[src/rtl/uart_frame_ctrl.sv]
// Frame sequencer between the UART RX/TX pair and the CNN core: loads one frame of
// pixels into the frame buffer, starts inference, and returns the class as an ASCII digit.
module uart_frame_ctrl #(
  parameter int N_PIXELS     = 784,
  parameter int ADDR_W       = 10,
  parameter int RESULT_W     = 4,
  parameter int TIMEOUT_CLKS = 1_000_000
) (
  input  logic                clk,
  input  logic                reset,
  input  logic                rx_dv,
  input  logic [7:0]          rx_byte,
  output logic                tx_dv,
  output logic [7:0]          tx_byte,
  input  logic                tx_busy,
  output logic                mem_we,
  output logic [ADDR_W-1:0]   mem_addr,
  output logic [7:0]          mem_wdata,
  output logic                start,
  input  logic                done,
  input  logic [RESULT_W-1:0] result,
  output logic                busy,
  output logic                frame_err,
  output logic                rx_drop
);

  typedef enum logic [2:0] {
    IDLE,
    LOAD,
    START_INF,
    WAIT_DONE,
    SEND,
    WAIT_TX_HI,
    WAIT_TX_LO
  } state_t;

  localparam int              TMR_W    = (TIMEOUT_CLKS > 1) ? $clog2(TIMEOUT_CLKS) : 1;
  localparam logic [TMR_W-1:0] TMR_LAST = TMR_W'((TIMEOUT_CLKS > 0) ? TIMEOUT_CLKS - 1 : 0);
  localparam logic [ADDR_W-1:0] CNT_LAST = ADDR_W'(N_PIXELS - 1);
  localparam bit              SINGLE   = (N_PIXELS == 1);
  localparam bit              TMO_EN   = (TIMEOUT_CLKS > 0);

  // Class index mapped onto '0'.. ; wider indices wrap modulo 256.
  function automatic logic [7:0] ascii_digit(input logic [RESULT_W-1:0] r);
    logic [7:0] r8;
    r8 = 8'(r);
    return 8'h30 + r8;
  endfunction

  state_t            state;
  state_t            state_nx;
  logic [ADDR_W-1:0] cnt;
  logic [TMR_W-1:0]  tmr;
  logic              accept;
  logic              timeout_hit;

  logic              mem_we_nx;
  logic [ADDR_W-1:0] mem_addr_nx;
  logic [7:0]        mem_wdata_nx;
  logic              start_nx;
  logic              tx_dv_nx;
  logic [7:0]        tx_byte_nx;
  logic              busy_nx;
  logic              frame_err_nx;
  logic              rx_drop_nx;

  assign accept      = rx_dv && ((state == IDLE) || (state == LOAD));
  assign timeout_hit = TMO_EN && (state == LOAD) && !rx_dv && (tmr == TMR_LAST);

  always_ff @(posedge clk) begin
    if (reset) begin
      state <= IDLE;
    end else begin
      state <= state_nx;
    end
  end

  always_comb begin
    state_nx = state;
    case (state)
      IDLE:       if (rx_dv) state_nx = SINGLE ? START_INF : LOAD;
      LOAD: begin
        if (rx_dv) begin
          if (cnt == CNT_LAST) state_nx = START_INF;
        end else if (timeout_hit) begin
          state_nx = IDLE;
        end
      end
      START_INF:  state_nx = WAIT_DONE;
      WAIT_DONE:  if (done) state_nx = SEND;
      SEND:       if (!tx_busy) state_nx = WAIT_TX_HI;
      WAIT_TX_HI: if (tx_busy) state_nx = WAIT_TX_LO;
      WAIT_TX_LO: if (!tx_busy) state_nx = IDLE;
      default:    state_nx = IDLE;
    endcase
  end

  // Next values of the registered outputs; every output is a flop so it is glitch-free.
  always_comb begin
    mem_we_nx    = accept;
    mem_addr_nx  = mem_addr;
    mem_wdata_nx = mem_wdata;
    if (accept) begin
      mem_addr_nx  = (state == IDLE) ? '0 : cnt;
      mem_wdata_nx = rx_byte;
    end
    start_nx   = (state == START_INF);
    tx_dv_nx   = (state == SEND) && !tx_busy;
    tx_byte_nx = tx_byte;
    if ((state == WAIT_DONE) && done) begin
      tx_byte_nx = ascii_digit(result);
    end
    busy_nx      = (state_nx != IDLE);
    frame_err_nx = timeout_hit;
    rx_drop_nx   = rx_dv && !accept;
  end

  always_ff @(posedge clk) begin
    if (reset) begin
      mem_we    <= 1'b0;
      mem_addr  <= '0;
      mem_wdata <= '0;
      start     <= 1'b0;
      tx_dv     <= 1'b0;
      tx_byte   <= '0;
      busy      <= 1'b0;
      frame_err <= 1'b0;
      rx_drop   <= 1'b0;
    end else begin
      mem_we    <= mem_we_nx;
      mem_addr  <= mem_addr_nx;
      mem_wdata <= mem_wdata_nx;
      start     <= start_nx;
      tx_dv     <= tx_dv_nx;
      tx_byte   <= tx_byte_nx;
      busy      <= busy_nx;
      frame_err <= frame_err_nx;
      rx_drop   <= rx_drop_nx;
    end
  end

  // Byte count and inter-byte idle timer; the timer only runs while loading.
  always_ff @(posedge clk) begin
    if (reset) begin
      cnt <= '0;
      tmr <= '0;
    end else begin
      if (accept) begin
        cnt <= (state == IDLE) ? ADDR_W'(1) : cnt + 1'b1;
      end else if (state_nx == IDLE) begin
        cnt <= '0;
      end
      tmr <= ((state == LOAD) && !rx_dv && !timeout_hit) ? tmr + 1'b1 : '0;
    end
  end

endmodule

[config.mk]
export PLATFORM = sky130hd
export DESIGN_NAME = uart_frame_ctrl
export DESIGN_NICKNAME = d
export VERILOG_FILES = /design/src/rtl/uart_frame_ctrl.sv
export SDC_FILE = /design/constraint.sdc
export NUM_CORES = 1
export LEC_CHECK = 0
export CAP_MARGIN = 20
export CORE_MARGIN = 2
export CORE_UTILIZATION = 51
export DETAILED_ROUTE_END_ITERATION = 6
export GPL_ROUTABILITY_DRIVEN = 0
export PLACE_DENSITY = 0.75
export SETUP_SLACK_MARGIN = 0.1
export SYNTH_ARGS = -nofsm -noshare
export SYNTH_HDL_FRONTEND = slang
export SYNTH_SLANG_ARGS = --single-unit
[constraint.sdc]
create_clock -name clk -period 2.85 [get_ports clk]
set_input_delay 0.57 -clock clk [delete_from_list [all_inputs] [get_ports clk]]
set_output_delay 0.57 -clock clk [all_outputs]
set_load 0.01 [all_outputs]
# --- Word-level counts from Yosys, hierarchy flattened ---
# Cells that the tools add are included.
classes:
  eq_ne: 8
  addsub: 3
  n_mux: 13
  bitwise: 1
  n_reduce_logical: 17
op_table:
  columns: ["op", "n"]
  rows:
  - ["2-to-1 mux 10 bit", 4]
  - ["2-to-1 mux 3 bit", 8]
  - ["one-hot mux 3 bit (7 select lines)", 1]
  - ["adder 20 x 1 -> 20 bit, second input constant", 1]
  - ["== test 20 bit, second input constant", 1]
  - ["adder 10 x 1 -> 10 bit, second input constant", 1]
  - ["== test 10 bit, second input constant", 1]
  - ["== test 3 bit, second input constant", 3]
  - ["adder 6 x 4 -> 7 bit, first input constant", 1]
  - ["logical AND 1 bit", 7]
  - ["== test 3 x 2 -> 1 bit, second input constant", 2]
  - ["logical NOT 3 bit", 2]
  - ["logical NOT 1 bit", 4]
  - ["== test 3 x 1 -> 1 bit, second input constant", 1]
  - ["nonzero test 3 bit", 1]
  - ["nonzero test 2 bit", 1]
  - ["OR reduction 2 bit", 1]
  - ["logical OR 1 bit", 1]
  - ["inverter 1 bit", 1]
totals:
  output_inout_bits: 32
  wordCells: 54
  ff_bits: 65

# --- Depth between registers and ports, before layout ---
# Gate-level depths: netlist of run 1.
logic_depth:
  word_depth: 9
  mapped_depth: 7
  mapped_depth_nobuf: 6

# --- Least setup slack after synthesis of run 1 ---
# No wires, ideal clock.
synth_path:
  path_type: "reg2reg"
  startpoint: "reg tmr[15]"
  endpoint: "reg cnt[5]"
  setup_ps: 132
  path_stages_with_launch: 6
  n_path_buf: 0
  arrival_ps: 2051
  period_less_slack_ps: 2183
  required_ps: 2718
  path_slack_ps: 667
  cell_sequence: "dfxtp_1 -> or4b_1 -> or4_1 -> o31a_2 -> o31ai_4 -> o211ai_1"
synth_via:
  elab_chain_len: 7
synth_rtl:
  columns: ["item", "line", "text"]
  rows:
  - ["start: declaration", "53", "logic [TMR_W-1:0] tmr;"]
  - ["start signal: assignment", "153", "tmr <= ((state == LOAD) && !rx_dv && !timeout_hit) ? tmr + 1'b1 : '0;"]
  - ["== test 20 bit", "68", "assign timeout_hit = TMO_EN && (state == LOAD) && !rx_dv && (tmr == TMR_LAST);"]
  - ["logical AND 1 bit", "68", null]
  - ["2-to-1 mux 3 bit", "85", "end else if (timeout_hit) begin"]
  - ["2-to-1 mux 3 bit", "83", "if (rx_dv) begin"]
  - ["one-hot mux 3 bit (7 select lines)", "80", "case (state)"]
  - ["logical NOT 3 bit", "150", "end else if (state_nx == IDLE) begin"]
  - ["nonzero test 2 bit (no source line)", null, null]
  - ["end signal: assignment", "149", "cnt <= (state == IDLE) ? ADDR_W'(1) : cnt + 1'b1;"]
  - ["end: declaration", "52", "logic [ADDR_W-1:0] cnt;"]
# Every way passes these cells.
# A chain may end at the register's enable or synchronous reset.

# --- Final worst setup path of run 1 ---
layout_path:
  startpoint: "reg tmr[15]"
  endpoint: "reg cnt[9]"
# Same word-level chain as after synthesis.

==> impl_results.md, run 1 <==
- DRT Wirelength: around 5300 µm
- Max FO, Critical Path: 10
- Crit path required time: about 3 ns
- Setup Buffers After CTS: 0
- Predominant post-synthesis flop cell: dfxtp_1
- Non-Filler Instances: 421
- Comb power frac: around 6.3%
- PD cells: about 520 mW/mm²
- Hold_ws: 0.450 ns
- Seq/Total Area, Yosys: between 40% and 50%
- Top-count cell post-synth: dfxtp_1
- Core Rows: 25
- Synth Register Bits: 62
- Clock latency at the later pin of the worst-skew pair: around 0.33 ns
- Internal: approximately 1.3 mW
- Routed vias: 2,164
- CTS tree: done
- HP Start: tx_byte[2]
- R2R Setup Slk: 0.39 ns
- WS Path Type: reg2reg
- Max_slew headroom: around half
- Post_cts resized: 0
- RSZ-0062 raised after global routing: no
- # diodes: 0
- Placed insts: 405
- Setup Viol. Count Final: 0
- Post-synth EDFFs: 0
- Routed Antenna Nets: 0
- Fmax: slightly above 400 MHz
- Mapped Cells: 300
- Clock power share: 41.6%
- Yosys top cell by area: dfxtp_1
- Post-layout nets: around 370
- Fillcell total: 405
- Largest buffer count on any clock path: 2
- Iter 0 DRT Violations: roughly 110
- Net Switching: between 0.3 and 0.4 mW
- Core ar.: approximately 0.0048 mm²
- I/O Pins: between 40 and 50
- Die width: about 75 µm
- DIE AREA: 0.00564 mm²
- Status: complete, no violations
- Worst R2R Start: tmr[15]
- Share of cells above drive strength 1: under 10%
- Hold Crit Depth: 2
- Setup crit start kind: register
- Synthesis-to-layout area growth: 27.2%
- Placed cell area: between 0.003 and 0.004 mm²
- Synth cell types: 42
- First-pass GRT wire length: between 8000 and 9000 µm
- Max-slew violation total from the final report: 0
- Reg-to-Reg End: cnt[9]
- Reg power frac: 52.1%
- Chip Height: 75.1 µm
- Hold WC Path Type: reg2reg
- Min cycle time layout: approximately 2.5 ns
- Mapped cell area: between 0.002 and 0.003 mm²
- Overall power: approximately 1.7 mW
- Via density: about 5.1
- Finished Cell Area: around 0.0033 mm²
- Worst-margin pin slew: 0.719 ns
- Final period util: 86.3%
- WL per Instance: around 13 µm
- H-tree depth: 3
- Pin count of the biggest net entering global routing: 21
- Clock sinks: 62
- Synth top area share: 48.2%
- Vias in the first global route: roughly 2,100
- Avg Inst Size Synth: around 8.6 µm²
- Worst Hold Path EP: tx_byte[2]
- GR Overflow Total: 0
- DRC errors left: 0
- Final Hold Viols: 0
- Net Sw Frac: about a fifth
- Ranking of synthesized cells by area: dfxtp_1 (48%), nor2_1 (6.6%), nand2_1 (5.7%)
- Initial Utilization: a little over half
- Clock skew: 0.00867 ns
- Post-synth ARST share: 0%
- Max Cap Viol: 0
- Setup TNS: 0 ns
- CTS clk-pin slew, worst paths: approximately 0.060 ns
- First drt pass iteration count: 4
- LEAKAGE: 1.11 nW
- Worst setup EP type: register
- Initial antenna violation count: 0
- Total GRT Usage: a little over a fifth
- CTS Buf Count: 9
- Clock Tree Root: clkbuf_8
- Reg2Reg Depth: 5
- Post-DP HPWL: ~3800 µm
- Port Buffer Count: 46
- Synth top cells by count: dfxtp_1 (62), nor2_1 (45), nand2_1 (39), a21oi_1 (15), nand3_1 (15)
- CP Data Arrival Time: 2.65 ns
- Hold-fix buffers, CTS: 0
- Ys Warns: 0
- VDD IR max: 0.464 mV
## layer usage
metal | GRT usage [%] | share of wire, % | vias to the layer above
li1 | - | - | 1119
met1 | 24.5 | 45 | 989
met2 | 35.0 | 49 | 48
met3 | 5.22 | 4.8 | 8
met4 | 12.1 | 1.9 | 0
met5 | 0 | 0 | -
## state kept, by name, indices dropped and copies added, names as in the netlist, 3 cells and up
signal / count
cnt: 10
mem_addr: 10
mem_wdata: 8
state: 3
tmr: 20
tx_byte: 5
## layout by cell type (no fill, tap or decap), types with 2 or more instances in the layout
| cell | instances |
|---|---|
| inv_1 | 11 |
| xnor2_1 | 8 |
| nand3_1 | 15 |
| and4_1 | 2 |
| nor4b_1 | 2 |
| xor2_1 | 12 |
| nand2b_1 | 5 |
| nor4bb_1 | 3 |
| ha_1 | 2 |
| nor3_1 | 4 |
| nand2_1 | 39 |
| a22oi_1 | 9 |
| conb_1 | 2 |
| and2_1 | 3 |
| dfxtp_1 | 62 |
| a21oi_1 | 15 |
| nor3b_1 | 2 |
| o211ai_1 | 7 |
| clkdlybuf4s50_1 | 46 |
| nor2b_1 | 3 |
| o21ai_0 | 4 |
| or4_1 | 5 |
| clkbuf_8 | 9 |
| or3_1 | 2 |
| a31oi_1 | 2 |
| and3_1 | 5 |
| buf_4 | 6 |
| or3b_2 | 2 |
| clkbuf_1 | 6 |
| o22ai_1 | 2 |
| nor2_1 | 45 |
## how the worst max path moves through the flow
| stage | depth (start not counted) | endpoint | slack (ns) | startpoint |
|---|---|---|---|---|
| 5_1_grt | 5 | cnt[9] | 0.28 | tmr[15] |
| 3_5_place_dp | 6 | cnt[9] | 0.23 | rx_dv |
| 4_1_cts | 5 | cnt[9] | 0.38 | tmr[15] |
| 6_report | 5 | cnt[9] | 0.39 | tmr[15] |
| 3_3_place_gp | 6 | cnt[7] | 0.28 | rx_dv |
| 2_1_floorplan | 5 | cnt[5] | 0.67 | tmr[15] |
## final cells by class
| class | count | area (µm²) | area share (%) |
|---|---|---|---|
| sequential | 62 | 1240 | 37.9 |
| clock buffer | 15 | 146 | 4.47 |
| tap | 67 | 83.8 | 2.56 |
| multi-input combinational | 213 | 1230 | 37.5 |
| inverter | 11 | 41.3 | 1.26 |
| timing repair buffer | 52 | 505 | 15.4 |
| clock inverter | 1 | 30.0 | 0.916 |
## power groups by stage
stage	Sequential [mW]	Clock (mW)	Combinational, mW
final	0.888	0.709	0.107
after global routing	0.889	0.759	0.117
after CTS	0.888	0.723	0.107
after detailed placement	0.907	0	0.107
after global placement	0.907	0	0.107
after floorplan	0.908	0	0.0527
## cell families (layout without fill, tap and decap cells)
logic type	count (synthesis)	count (layout)	synth area share, %
mux	1	1	0.389
compound gates	44	44	11.5
other cells	1	2	0.146
fa+ha+maj	2	2	0.971
flops	62	62	48.2
buf+inv	26	79	4.23
xor+xnor	20	20	6.80
simple gates	144	144	27.8
## critical path, cell delays in order, from the launching register on
cell	delay, ns
dfxtp_1	0.33
or4b_1	0.53
or4_1	0.46
o31a_2	0.38
o31ai_4	0.47
o21ai_0	0.15
## stage by stage
| stage | util [%] | setup slack [ns] |
|---|---|---|
| 2_1_floorplan | - | 0.667 |
| 3_3_place_gp | 64.8 | 0.277 |
| 3_5_place_dp | 64.8 | 0.228 |
| 4_1_cts | 68.5 | 0.382 |
| 5_1_grt | 68.5 | 0.283 |
| 6_report | 68.5 | 0.391 |
Note: power is estimated with default switching activity, not from simulation.
==> inputs of run 2 (changes only) <==
--- a/config.mk
+++ b/config.mk
@@ -5,12 +5,11 @@
 export SDC_FILE = /design/constraint.sdc
 export NUM_CORES = 1
 export LEC_CHECK = 0
-export CAP_MARGIN = 20
 export CORE_MARGIN = 2
-export CORE_UTILIZATION = 51
+export CORE_UTILIZATION = 46
 export DETAILED_ROUTE_END_ITERATION = 6
 export GPL_ROUTABILITY_DRIVEN = 0
-export PLACE_DENSITY = 0.75
+export PLACE_DENSITY = 0.71
 export SETUP_SLACK_MARGIN = 0.1
 export SYNTH_ARGS = -nofsm -noshare
 export SYNTH_HDL_FRONTEND = slang
==> constraint.sdc (replaced) <==
create_clock -name clk -period 2.2 [get_ports clk]
set_input_delay 0.44 -clock clk [delete_from_list [all_inputs] [get_ports clk]]
set_output_delay 0.44 -clock clk [all_outputs]
set_load 0.01 [all_outputs]
==> impl_results.md, run 2 (same netlist as run 1, synthesis figures left out) <==
- Status: complete, no violations
- First-pass GRT wire length: 9600 µm (+8.6%)
- Fmax: 463 MHz (+14%)
- Max FO, Critical Path: 6 (-4)
- Core ar.: 0.00547 mm² (+14%)
- M1 GR Usage: 23.5% (-1.0 points)
- Setup Buffers After CTS: 0 (unchanged)
- Reg2Reg Depth: 6 (+1)
- I/O Pins: 49 (unchanged)
- Registers with the most flip-flops: tmr x20, cnt x10, mem_addr x10
- CP Data Arrival Time: 2.36 ns (-0.29 ns)
- Most frequent cells in the layout: dfxtp_1 (62), clkdlybuf4s50_1 (46), nor2_1 (45)
- Hold WC Path Type: reg2reg
- First drt pass iteration count: 4 (unchanged)
- LEAKAGE: 1.26 nW (+13%)
- Synthesis-to-layout area growth: 35.7%
- Setup crit start kind: register
- Hold-fix buffers, CTS: 0 (unchanged)
- GR Util met3: 4.20% (-1.0 points)
- Largest buffer count on any clock path: 2 (unchanged)
- # diodes: 0 (unchanged)
- Max reg flops: 20 (unchanged)
- WL per Instance: 12.6 µm (-0.77%)
- Hold_ws: 0.454 ns (+0.00336 ns)
- Core Rows: 27 (+8.0%)
- DIE AREA: 0.00621 mm² (+10%)
- WS Path Type: reg2reg
- Port Buffer Count: 46 (unchanged)
- Commonest non-fill, non-tap cell in the layout: dfxtp_1
- Die width: 78.8 µm (+5.0%)
- Clock latency at the later pin of the worst-skew pair: 0.32 ns (about the same)
- Placed insts: 435 (+7.4%)
- GR Overflow Total: 0 (unchanged)
- CP Launch Point: tmr[15]
- Crit-path cells: or4b_4 > or4_4 > o31a_4 > o31ai_4 > buf_6 > o211ai_1
- RSZ-0062 raised after global routing: yes
- Initial antenna violation count: 0 (unchanged)
- Worst R2R Start: tmr[15]
- Setup Viol. Count Final: 0 (unchanged)
- Max-slew violation total from the final report: 0 (unchanged)
- Vias in the first global route: 2,140 (+3.8%)
- Chip Height: 78.8 µm (+5.0%)
- Post-layout nets: 393 (+6.8%)
- Routed Antenna Nets: 0 (unchanged)
- CTS clk-pin slew, worst paths: 0.06 ns (about the same)
- Top Usage Layer GRT: met2
- Min cycle time layout: 2.16 ns (-0.297 ns)
- Share of cells above drive strength 1: 13.8% (+7.9 points)
- Clock skew: 0.00561 ns (-0.00306 ns)
- Worst setup path endpoint: cnt[7]
- H-tree depth: 3 (unchanged)
- Pre-CTS setup slack: -0.206 ns (-0.434 ns)
- Reg-to-Reg End: cnt[7]
- Routed vias: 2,249 (+3.9%)
- Pin count of the biggest net entering global routing: 21 (unchanged)
- Setup TNS: 0 ns (unchanged)
- Final period util: 98.2% (+12 points)
- Iter 0 DRT Violations: 131 (+18%)
- Crit-path slowest cell: or4b_4
- Clock Tree Root: clkbuf_8
- PD cells: 610 mW/mm² (+17%)
- Final Hold Viols: 0 (unchanged)
- Initial Utilization: 47.1% (-6.8 points)
- Post-route setup slack: 0.0385 ns (-0.353 ns)
- Clock sinks: 62 (unchanged)
- Post-DP HPWL: 4160 µm (+10%)
- Total GRT Usage: 19.6% (-1.4 points)
- DRT Wirelength: 5640 µm (+5.6%)
- VDD IR max: 0.415 mV (-11%)
- Via density: 5.02 (-2.3%)
- CP peak stage delay: 0.54 ns (about the same)
- Finished Core Util: 63.9% (-4.6 points)
- Non-Filler Instances: 448 (+6.4%)
- Biggest register: tmr
- CTS Buf Count: 9 (unchanged)
- DRC errors left: 0 (unchanged)
- Worst setup EP type: register
- Crit path required time: 2.40 ns (-0.64 ns)
- R2R Setup Slk: 0.04 ns (-0.35 ns)
- CTS tree: done
- Max Cap Viol: 0 (unchanged)
- Routing usage on met2: 33.3% (-1.7 points)
run 2: cell types whose count changed in the layout (fill, tap and decap cells not counted), moves of 2 or more:
cell | previous run | this run
or4_4 | 0 | 2
clkinv_2 | 0 | 2
or4_1 | 5 | 3
buf_6 | 0 | 2
clkbuf_1 | 6 | 0
clkbuf_8 | 9 | 11
buf_4 | 6 | 28
run 2: critical path: cells and delay by family, from the launching register on:
family | cells | cell delay [ns]
simple gates | 2 | 0.98
buf+inv | 1 | 0.15
flops | 1 | 0.31
compound gates | 3 | 0.60
run 2: power by group:
part	internal (mW)	switching, mW	leakage (nW)	total [mW]
combinational	0.0863	0.0732	0.669	0.159
sequential	1.14	0.0106	0.502	1.15
clock	0.447	0.376	0.0869	0.823
run 2: final cells by class:
type	instances	area (µm²)
Fill cell	497	1980
Sequential cell	62	1240
Multi-Input combinational cell	213	1250
Clock inverter	2	10.0
Timing Repair Buffer	77	713
Clock buffer	11	151
Inverter	11	41.3
Tap cell	72	90.1
run 2: routing by layer:
layer,part of all wire (%),up-vias,wire length [µm]
met5,0,-,0
met4,1.4,0,79
met3,3.2,8,180
met2,51,32,2870
met1,45,1044,2510
li1,-,1165,-
run 2: through the flow:
| stage | total power [mW] | cell area (µm²) |
|---|---|---|
| final | 2.13 | 3500 |
| after detailed placement | 1.33 | 3310 |
| after global routing | 2.23 | 3500 |
| after floorplan | 1.24 | 2580 |
| after global placement | 1.33 | 3310 |
| after CTS | 2.16 | 3490 |
run 2: worst min path at each step:
stage / start / endpoint / cells after the start
6_report: tx_byte[2] / tx_byte[2] / 2
5_1_grt: mem_wdata[5] / mem_wdata[5] / 2
4_1_cts: tx_byte[2] / tx_byte[2] / 2
3_5_place_dp: tx_byte[2] / tx_byte[2] / 2
3_3_place_gp: tx_byte[2] / tx_byte[2] / 2
2_1_floorplan: tmr[0] / tmr[0] / 1
run 2: what timing repair did:
action | 4_1_cts | 5_1_grt
gates resized for setup | 4 | 1
endpoints found under the hold margin | 0 | 0
endpoints found under the setup margin | 10 | 10
